==> config.mk <==
export PLATFORM = sky130hd
export DESIGN_NAME = mips_control_fsm_flat
export DESIGN_NICKNAME = d
export VERILOG_FILES = /design/src/rtl/mips_control_fsm_if.sv /design/src/rtl/mips_control_fsm.sv /design/src/flat_wrapper.sv
export SDC_FILE = /design/constraint.sdc
export NUM_CORES = 1
export LEC_CHECK = 0
export CORE_UTILIZATION = 43
export DETAILED_ROUTE_END_ITERATION = 10
export PLACE_DENSITY = 0.76
export SLEW_MARGIN = 20
export SYNTH_ARGS = -nofsm -noshare
export SYNTH_HDL_FRONTEND = slang
export SYNTH_SLANG_ARGS = --single-unit
==> constraint.sdc <==
create_clock -name clk -period 1.9 [get_ports clk]
set_clock_uncertainty 0.05 [all_clocks]
set_input_delay 0.285 -clock clk [delete_from_list [all_inputs] [get_ports clk]]
set_output_delay 0.285 -clock clk [all_outputs]
set_load 0.01 [all_outputs]
==> src/rtl/mips_control_fsm_if.sv <==
// Control bus between the multi-cycle MIPS control unit and its datapath.
// The master modport is the control unit; the slave modport is the datapath side.
interface mips_control_fsm_if #(
  parameter int RETIRE_W = 16
);
  logic [5:0]          opcode;
  logic [5:0]          funct;
  logic                Zero;
  logic                mem_ready;

  logic [2:0]          ALUOp;
  logic                PCSrc;
  logic                RegDst;
  logic                ALUSrc;
  logic                MemToReg;
  logic                regWrite;
  logic                MemWrite;
  logic                MemRead;
  logic                IRWrite;
  logic                PCWrite;
  logic [2:0]          state;
  logic [RETIRE_W-1:0] retired;
  logic                illegal;

  modport master (
    input  opcode, funct, Zero, mem_ready,
    output ALUOp, PCSrc, RegDst, ALUSrc, MemToReg,
           regWrite, MemWrite, MemRead, IRWrite, PCWrite,
           state, retired, illegal
  );

  modport slave (
    output opcode, funct, Zero, mem_ready,
    input  ALUOp, PCSrc, RegDst, ALUSrc, MemToReg,
           regWrite, MemWrite, MemRead, IRWrite, PCWrite,
           state, retired, illegal
  );
endinterface

==> src/rtl/mips_control_fsm.sv <==
// Multi-cycle MIPS control unit: FETCH/DECODE/EXEC/MEM/WB sequencing with retire counter.
// Define ILLEGAL_TRAP_EN to trap unsupported opcodes into an absorbing HALT state.
module mips_control_fsm #(
  parameter int RETIRE_W = 16
) (
  input  logic                clk,
  input  logic                reset,
  mips_control_fsm_if.master  bus
);

  typedef enum logic [2:0] {
    FETCH  = 3'd0,
    DECODE = 3'd1,
    EXEC   = 3'd2,
    MEM    = 3'd3,
    WB     = 3'd4,
    HALT   = 3'd5
  } state_e;

  localparam logic [5:0] OP_RTYPE = 6'h00;
  localparam logic [5:0] OP_ADDI  = 6'h08;
  localparam logic [5:0] OP_LW    = 6'h23;
  localparam logic [5:0] OP_SW    = 6'h2B;
  localparam logic [5:0] OP_BEQ   = 6'h04;

  localparam logic [5:0] FN_ADD = 6'h20;
  localparam logic [5:0] FN_SUB = 6'h22;
  localparam logic [5:0] FN_AND = 6'h24;
  localparam logic [5:0] FN_OR  = 6'h25;
  localparam logic [5:0] FN_SLT = 6'h2A;

  localparam logic [2:0] ALU_ADD = 3'b000;
  localparam logic [2:0] ALU_SUB = 3'b001;
  localparam logic [2:0] ALU_AND = 3'b010;
  localparam logic [2:0] ALU_OR  = 3'b011;
  localparam logic [2:0] ALU_SLT = 3'b100;

  state_e              state_q, state_d;
  logic [5:0]          opcode_q, opcode_d;
  logic [5:0]          funct_q, funct_d;
  logic [RETIRE_W-1:0] retired_q, retired_d;

  logic       is_r, is_addi, is_lw, is_sw, is_beq;
  logic       r_valid;
  logic [2:0] r_aluop;
  logic       pc_write;

  // Instruction class comes from the latched opcode so later opcode changes are ignored.
  assign is_r    = (opcode_q == OP_RTYPE);
  assign is_addi = (opcode_q == OP_ADDI);
  assign is_lw   = (opcode_q == OP_LW);
  assign is_sw   = (opcode_q == OP_SW);
  assign is_beq  = (opcode_q == OP_BEQ);

  always_comb begin
    // NOTE: every combinational output gets a default first so no path infers a latch.
    r_valid = 1'b1;
    r_aluop = ALU_ADD;
    case (funct_q)
      FN_ADD:  r_aluop = ALU_ADD;
      FN_SUB:  r_aluop = ALU_SUB;
      FN_AND:  r_aluop = ALU_AND;
      FN_OR:   r_aluop = ALU_OR;
      FN_SLT:  r_aluop = ALU_SLT;
      default: r_valid = 1'b0;
    endcase
  end

`ifdef ILLEGAL_TRAP_EN
  logic illegal_q, illegal_d;
  logic op_supported;

  assign op_supported = (bus.opcode == OP_RTYPE) || (bus.opcode == OP_ADDI) ||
                        (bus.opcode == OP_LW)    || (bus.opcode == OP_SW)   ||
                        (bus.opcode == OP_BEQ);
`endif

  always_comb begin
    state_d  = state_q;
    opcode_d = opcode_q;
    funct_d  = funct_q;
    case (state_q)
      FETCH: state_d = DECODE;
      DECODE: begin
        opcode_d = bus.opcode;
        funct_d  = bus.funct;
        state_d  = EXEC;
`ifdef ILLEGAL_TRAP_EN
        if (!op_supported) state_d = HALT;
`endif
      end
      EXEC: begin
        if (is_r || is_addi)    state_d = WB;
        else if (is_lw || is_sw) state_d = MEM;
        else                     state_d = FETCH;
      end
      MEM: begin
        if (bus.mem_ready) state_d = is_lw ? WB : FETCH;
      end
      WB:      state_d = FETCH;
      HALT:    state_d = HALT;
      default: state_d = FETCH;
    endcase
  end

  // Outputs are forced low while reset is held so nothing strobes during reset.
  always_comb begin
    bus.ALUOp    = ALU_ADD;
    bus.PCSrc    = 1'b0;
    bus.RegDst   = 1'b0;
    bus.ALUSrc   = 1'b0;
    bus.MemToReg = 1'b0;
    bus.regWrite = 1'b0;
    bus.MemWrite = 1'b0;
    bus.MemRead  = 1'b0;
    bus.IRWrite  = 1'b0;
    pc_write     = 1'b0;
    if (!reset) begin
      bus.IRWrite = (state_q == FETCH);
      if (state_q == EXEC || state_q == MEM || state_q == WB) begin
        bus.RegDst   = is_r;
        bus.ALUSrc   = is_addi || is_lw || is_sw;
        bus.MemToReg = is_lw;
        if (is_r)        bus.ALUOp = r_aluop;
        else if (is_beq) bus.ALUOp = ALU_SUB;
      end
      case (state_q)
        EXEC: begin
          if (is_beq) bus.PCSrc = bus.Zero;
          pc_write = !(is_r || is_addi || is_lw || is_sw);
        end
        MEM: begin
          bus.MemRead  = is_lw;
          bus.MemWrite = is_sw;
          // A stalled sw must not retire, so its PC update waits for the ready cycle.
          pc_write     = is_sw && bus.mem_ready;
        end
        WB: begin
          bus.regWrite = is_addi || is_lw || (is_r && r_valid);
          pc_write     = 1'b1;
        end
        default: ;
      endcase
    end
    bus.PCWrite = pc_write;
  end

  assign retired_d = pc_write ? retired_q + RETIRE_W'(1) : retired_q;

  always_ff @(posedge clk or posedge reset) begin
    if (reset) begin
      state_q   <= FETCH;
      opcode_q  <= '0;
      funct_q   <= '0;
      retired_q <= '0;
    end else begin
      // NOTE: sequential state uses non-blocking assignments so all registers update together.
      state_q   <= state_d;
      opcode_q  <= opcode_d;
      funct_q   <= funct_d;
      retired_q <= retired_d;
    end
  end

`ifdef ILLEGAL_TRAP_EN
  assign illegal_d = illegal_q || (state_q == DECODE && !op_supported);

  always_ff @(posedge clk or posedge reset) begin
    if (reset) illegal_q <= 1'b0;
    else       illegal_q <= illegal_d;
  end

  assign bus.illegal = illegal_q;
`else
  assign bus.illegal = 1'b0;
`endif

  assign bus.state   = state_q;
  assign bus.retired = retired_q;

endmodule
==> src/flat_wrapper.sv <==
// flat-port wrapper written by rule: the top's interface ports become plain ports
module mips_control_fsm_flat 
#(
  parameter int RETIRE_W = 16
)
  (clk, reset, bus_opcode, bus_funct, bus_Zero, bus_mem_ready, bus_ALUOp, bus_PCSrc, bus_RegDst, bus_ALUSrc, bus_MemToReg, bus_regWrite, bus_MemWrite, bus_MemRead, bus_IRWrite, bus_PCWrite, bus_state, bus_retired, bus_illegal);
  mips_control_fsm_if #(.RETIRE_W(RETIRE_W)) bus_i ();
  input  logic clk;
  input  logic reset;
  input wire logic [$bits(bus_i.opcode)-1:0] bus_opcode;
  input wire logic [$bits(bus_i.funct)-1:0] bus_funct;
  input wire logic [$bits(bus_i.Zero)-1:0] bus_Zero;
  input wire logic [$bits(bus_i.mem_ready)-1:0] bus_mem_ready;
  output wire logic [$bits(bus_i.ALUOp)-1:0] bus_ALUOp;
  output wire logic [$bits(bus_i.PCSrc)-1:0] bus_PCSrc;
  output wire logic [$bits(bus_i.RegDst)-1:0] bus_RegDst;
  output wire logic [$bits(bus_i.ALUSrc)-1:0] bus_ALUSrc;
  output wire logic [$bits(bus_i.MemToReg)-1:0] bus_MemToReg;
  output wire logic [$bits(bus_i.regWrite)-1:0] bus_regWrite;
  output wire logic [$bits(bus_i.MemWrite)-1:0] bus_MemWrite;
  output wire logic [$bits(bus_i.MemRead)-1:0] bus_MemRead;
  output wire logic [$bits(bus_i.IRWrite)-1:0] bus_IRWrite;
  output wire logic [$bits(bus_i.PCWrite)-1:0] bus_PCWrite;
  output wire logic [$bits(bus_i.state)-1:0] bus_state;
  output wire logic [$bits(bus_i.retired)-1:0] bus_retired;
  output wire logic [$bits(bus_i.illegal)-1:0] bus_illegal;
  assign bus_i.opcode = bus_opcode;
  assign bus_i.funct = bus_funct;
  assign bus_i.Zero = bus_Zero;
  assign bus_i.mem_ready = bus_mem_ready;
  assign bus_ALUOp = bus_i.ALUOp;
  assign bus_PCSrc = bus_i.PCSrc;
  assign bus_RegDst = bus_i.RegDst;
  assign bus_ALUSrc = bus_i.ALUSrc;
  assign bus_MemToReg = bus_i.MemToReg;
  assign bus_regWrite = bus_i.regWrite;
  assign bus_MemWrite = bus_i.MemWrite;
  assign bus_MemRead = bus_i.MemRead;
  assign bus_IRWrite = bus_i.IRWrite;
  assign bus_PCWrite = bus_i.PCWrite;
  assign bus_state = bus_i.state;
  assign bus_retired = bus_i.retired;
  assign bus_illegal = bus_i.illegal;
  mips_control_fsm #(.RETIRE_W(RETIRE_W)) u_core (.clk(clk), .reset(reset), .bus(bus_i));
endmodule
* Yosys cells after proc, flatten, opt, wreduce, memory -nomap -nowiden
Cells that the tools add are included.
** Operators by class
- Add/sub/neg operators :: 1
- Equality and inequality tests :: 15
- Mux-type cells :: 29
- Reduce and logical (&&, ||, !) cells :: 15
** Operator list (count)
- equality test 6 bit, second input constant :: 7
- two-way mux 1 bit :: 19
- two-way mux 3 bit :: 6
- adder 16 x 1 -> 16 bit, second input constant :: 1
- one-hot mux 3 bit (5 select lines) :: 1
- one-hot mux 3 bit (4 select lines) :: 1
- logical OR 1 bit :: 9
- equality test 3 x 2 -> 1 bit, second input constant :: 2
- equality test 3 bit, second input constant :: 2
- equality test 6 x 3 -> 1 bit, second input constant :: 1
- equality test 6 x 4 -> 1 bit, second input constant :: 1
- zero test 6 bit :: 1
- OR reduction 5 bit :: 1
- equality test 3 x 1 -> 1 bit, second input constant :: 1
- zero test 3 bit :: 1
- one-hot mux 1 bit (3 select lines) :: 1
- logical AND 1 bit :: 2
- two-way mux 2 bit :: 1
- inequality test 2 bit, second input constant :: 1
- zero test 1 bit :: 1
** Word-level totals
- Bits in registers :: 31
- Input port bits :: 16
- Output and inout bits :: 32

* Depth between registers and ports, before layout
- Depth after elaboration :: 7
- Depth in mapped cells :: 7
- Gate-level depth less buffers :: 6

* Worst setup path after synthesis
No wires, ideal clock.
- Path kind :: input-to-reg
- Start :: in reset
- End :: reg u_core.retired_q[1] (netlist: u_core.bus.retired[1])
- Library setup time :: 0.125 ns
- Data arrival time :: 1.821 ns
- Path slack :: -0.096 ns
- Stages :: 5
- Path buffers :: 1
- Cells stage by stage :: inv_1 > and3_1 > a21oi_4 > buf_6 > mux2_4
** On the way
- Word-level cells in the longest chain between the ends :: 1
** Ends and longest elaborated chain
- start: declaration :: RTL line flat_wrapper.sv:9 : input logic reset;
- two-way mux 1 bit :: RTL line mips_control_fsm.sv:118 : if (!reset) begin
- end signal: assignment :: RTL line mips_control_fsm.sv:161 : retired_q <= retired_d;
- end: declaration :: RTL line mips_control_fsm.sv:41 : logic [RETIRE_W-1:0] retired_q, retired_d;
Every way passes these cells.
A chain may end at the register's enable or synchronous reset.

* Final worst setup path
- Start :: reg u_core.state_q[1] (netlist: u_core.bus.state[1])
- End :: out bus_ALUOp[1]
** On the way
- Word-level cells in the longest chain between the ends :: 5
- Elaborated cells on any way between the ends :: 7
- Classes of those cells :: 3 x eq/ne; 2 x mux; 2 x reduce/logical
** Ends and longest elaborated chain
- start: declaration :: RTL line mips_control_fsm.sv:38 : state_e state_q, state_d;
- start signal: assignment :: RTL line mips_control_fsm.sv:158 : state_q <= state_d;
- equality test 3 x 2 -> 1 bit :: RTL line mips_control_fsm.sv:120 : if (state_q == EXEC || state_q == MEM || state_q == WB) begin
- logical OR 1 bit :: RTL line mips_control_fsm.sv:120
- logical OR 1 bit (*) :: RTL line mips_control_fsm.sv:120
- two-way mux 3 bit (*) :: RTL line mips_control_fsm.sv:120
- two-way mux 3 bit (*) :: RTL line mips_control_fsm.sv:118
- end: declaration :: RTL line flat_wrapper.sv:14 : output wire logic [$bits(bus_i.ALUOp)-1:0] bus_ALUOp;
Every way passes the cells marked *; elsewhere a longest branch is shown, timed or not.

==> flow_metrics.env <==
export IMPL_outcome="finished, violations left"
export IMPL_violations="negative setup slack"
export IMPL_yosys_area_share_simple_pct=24.6
export IMPL_nets=268
export IMPL_ant_nets=0
export IMPL_fin_crit_sh_pct=113
export IMPL_synth_area_mm2=0.00168
export IMPL_synth_seq_cells=31
export IMPL_syn2layout_area_growth_pct=66.2
export IMPL_rows=22
export IMPL_placedInstanceArea_mm2=0.00240
export IMPL_synth_cell_types=39
export IMPL_clockBufferDepth=2
export IMPL_rsz0062_at_grt="true"
export IMPL_synth_compound_area_share_pct=6.65
export IMPL_setup_viol=6
export IMPL_wl_um=4840
export IMPL_crit_family="simple AND/OR/NAND/NOR gates"
export IMPL_cts_tree="done"
export IMPL_layout_setup_ws_ps=-240
export IMPL_port_buffers=46
export IMPL_power_density_mw_per_mm2=1280
export IMPL_whs_ps=351
export IMPL_syn_nets=178
export IMPL_final_common_cell="buf_4"
export IMPL_crit_chain="nor2_1 -> nand2_1 -> a21o_1 -> or3_4 -> nor4_4 -> buf_2"
export IMPL_numCtsBuffers=5
export IMPL_drtIter0Drc=100
export IMPL_core_area_mm2=0.00369
export IMPL_synth_mux_area_share_pct=9.48
export IMPL_ys_warnings_count=0
export IMPL_grt_overflow_total=0
export IMPL_crit_required_ps=1560
export IMPL_synthXorXnorAreaFrac_pct=7.84
export IMPL_critical_path_slowest_cell="dfrtp_1"
export IMPL_htree_num_levels=2
export IMPL_wire_per_inst_um=16.1
export IMPL_drtPass1Iterations=4
export IMPL_die_h_um=64.4
export IMPL_max_freq_ghz=0.467
export IMPL_cpPeakStageDelay_ps=410
export IMPL_cts_sinks=31
export IMPL_layout_common_cells="buf_4 (34), clkdlybuf4s50_1 (33), dfrtp_1 (30)"
export IMPL_syn_area_per_cell_um2=10.4
export IMPL_num_io_pins=48
export IMPL_synth_top_family_by_area="simple AND/OR/NAND/NOR gates"
export IMPL_antenna_cells=0
export IMPL_clk_latency_ps=280
export IMPL_initial_core_util_pct=45.4
export IMPL_viasPerCell=5.27
export IMPL_ys_seq_area_share_pct=46.3
export IMPL_die_x_um=64.4
export IMPL_hold_class="input pin to async pin"
export IMPL_yosys_area_share_adder_pct=0.747
export IMPL_grt_pass1_wl_um=7440
export IMPL_worstPathMaxFanout=3
export IMPL_drc=0
export IMPL_start_kind="flop"
export IMPL_finalMaxSlewViolations=0
export IMPL_grt_pass1_vias=1604
export IMPL_place_congestion=0.879
export IMPL_final_area_mm2=0.00278
export IMPL_fin_crit_ps=2140
export IMPL_place_hpwl_um=3070
export IMPL_synth_cells=161
export IMPL_power_total_mw=3.56
export IMPL_path_clk_slew_ps=70
export IMPL_final_core_util_pct=75.5
export IMPL_max_cap_viol_count=0
export IMPL_pre_cts_ws_ps=-487
export IMPL_root_buffer="clkbuf_8"
export IMPL_finalHoldViolCount=0
export IMPL_grt_total_usage_pct=23.9
export IMPL_drive_gt1_share_pct=43.3
export IMPL_grt_max_degree=32
export IMPL_cp_buffers_inverters=1
export IMPL_path_class="flop to output port"
export IMPL_irDropWorstVdd_uv=928
export IMPL_die_area_mm2=0.00415
export IMPL_cp_data_arrival_time_ps=1810
export IMPL_cp_end_kind="output port"
export IMPL_via_count=1580
export IMPL_power_leakage_nw=1.39
export IMPL_antenna_found_initial=0
[worst register-to-register path: stages, from the launching register on]
cell,delay (ps)
dfrtp_1,410
buf_6,140
and4bb_1,210
a41o_1,250
a21oi_4,230
clkbuf_16,210
mux2_4,290
[state kept, by name, summed over array words and instances (netlist names)]
name	count
u_core.bus.retired	16
u_core.bus.state	3
u_core.funct_q	6
u_core.opcode_q	6
[metrics by stage]
step	setup TNS [ps]	cells
global route	-1210	300
global placement	-6140	279
detailed placement	-7280	279
finish	-889	300
CTS	-501	294
floorplan	-43.4	161
[cell usage after synthesis]
cell type  number  area [um^2]
or3_4           1         11.3
a31oi_1         1         6.26
a21oi_1         5         25.0
and2_1          2         12.5
dfrtp_1        31          776
nor3_2          4         40.0
buf_2           1         5.00
a41o_1          1         10.0
mux2_2         11          124
buf_6           2         22.5
o21a_1          1         7.51
mux2i_1         2         20.0
and3_1          3         18.8
nand2_1        16         60.1
o22ai_1         1         6.26
or2b_1          1         7.51
a21oi_4         1         16.3
and4bb_1        1         12.5
nand2b_1        5         31.3
inv_1           5         18.8
xor2_1         13          114
ha_1            1         12.5
mux2_4          1         15.0
nor3_1          7         35.0
a41oi_1         1         8.76
nor4_1          1         6.26
nor4b_2         1         15.0
and4_1          1         8.76
buf_4           3         22.5
xnor2_1         2         17.5
nor2_1         16         60.1
a21o_1          1         7.51
a22o_1          1         8.76
conb_1          1         3.75
nor4_2          3         37.5
nor3b_1         2         15.0
nand3_1         7         35.0
o21ai_0         3         15.0
nand4_1         1         6.26
[report_power, final]
group / switching (mW) / internal [mW] / leakage [nW]
registers: 0.228 / 0.864 / 0.394
logic: 0.790 / 0.996 / 0.936
clock network: 0.255 / 0.424 / 0.0612
total: 1.27 / 2.28 / 1.39
[layer usage]
metal  global-route usage (%)  up-vias  wire length, um
met3                     5.99       11              242
met4                     10.6        0               76
li1                         -      737                -
met2                     41.2       57             2540
met5                        0        -                0
met1                     28.1      775             1980
[repair_timing]
| item | 4_1_cts | 5_1_grt |
|---|---|---|
| setup endpoints to repair | 16 | 21 |
| pin swaps | 9 | 22 |
| buffers inserted | 8 | 8 |
| resized for setup | 64 | 29 |
| hold buffers | 0 | 0 |
| cloned | 0 | 1 |
[worst paths after layout]
path	from	to	slack, ps	cells past startpoint
setup / recovery	u_core.bus.state[1]	bus_ALUOp[1]	-240	6
hold reg to reg	u_core.bus.retired[15]	u_core.bus.retired[15]	420	1
min in group clk	u_core.bus.retired[15]	u_core.bus.retired[15]	420	1
setup reg to reg	u_core.bus.state[1]	u_core.bus.retired[1]	-20	6
max in group asynchronous	reset	u_core.bus.state[2]	1150	4
hold / removal	reset	u_core.funct_q[2]	350	4
[layout make-up]
type	count	area (um^2)
multi-input cells	119	1020
repair buffers	89	788
clock inverters	2	35.0
well taps	48	60.1
fillers	250	905
clock buffers	6	82.6
inverters	5	22.5
flip-flops and latches	31	777
[cell families after synthesis]
logic type	after synthesis
and+or+nand+nor	72
DFF	31
AOI/OAI and AO/OA	16
xor gates and xnor gates	15
muxes	14
buffers and inverters	11
adders and majority gates	1
other	1
(Power assumes the default switching activity.)
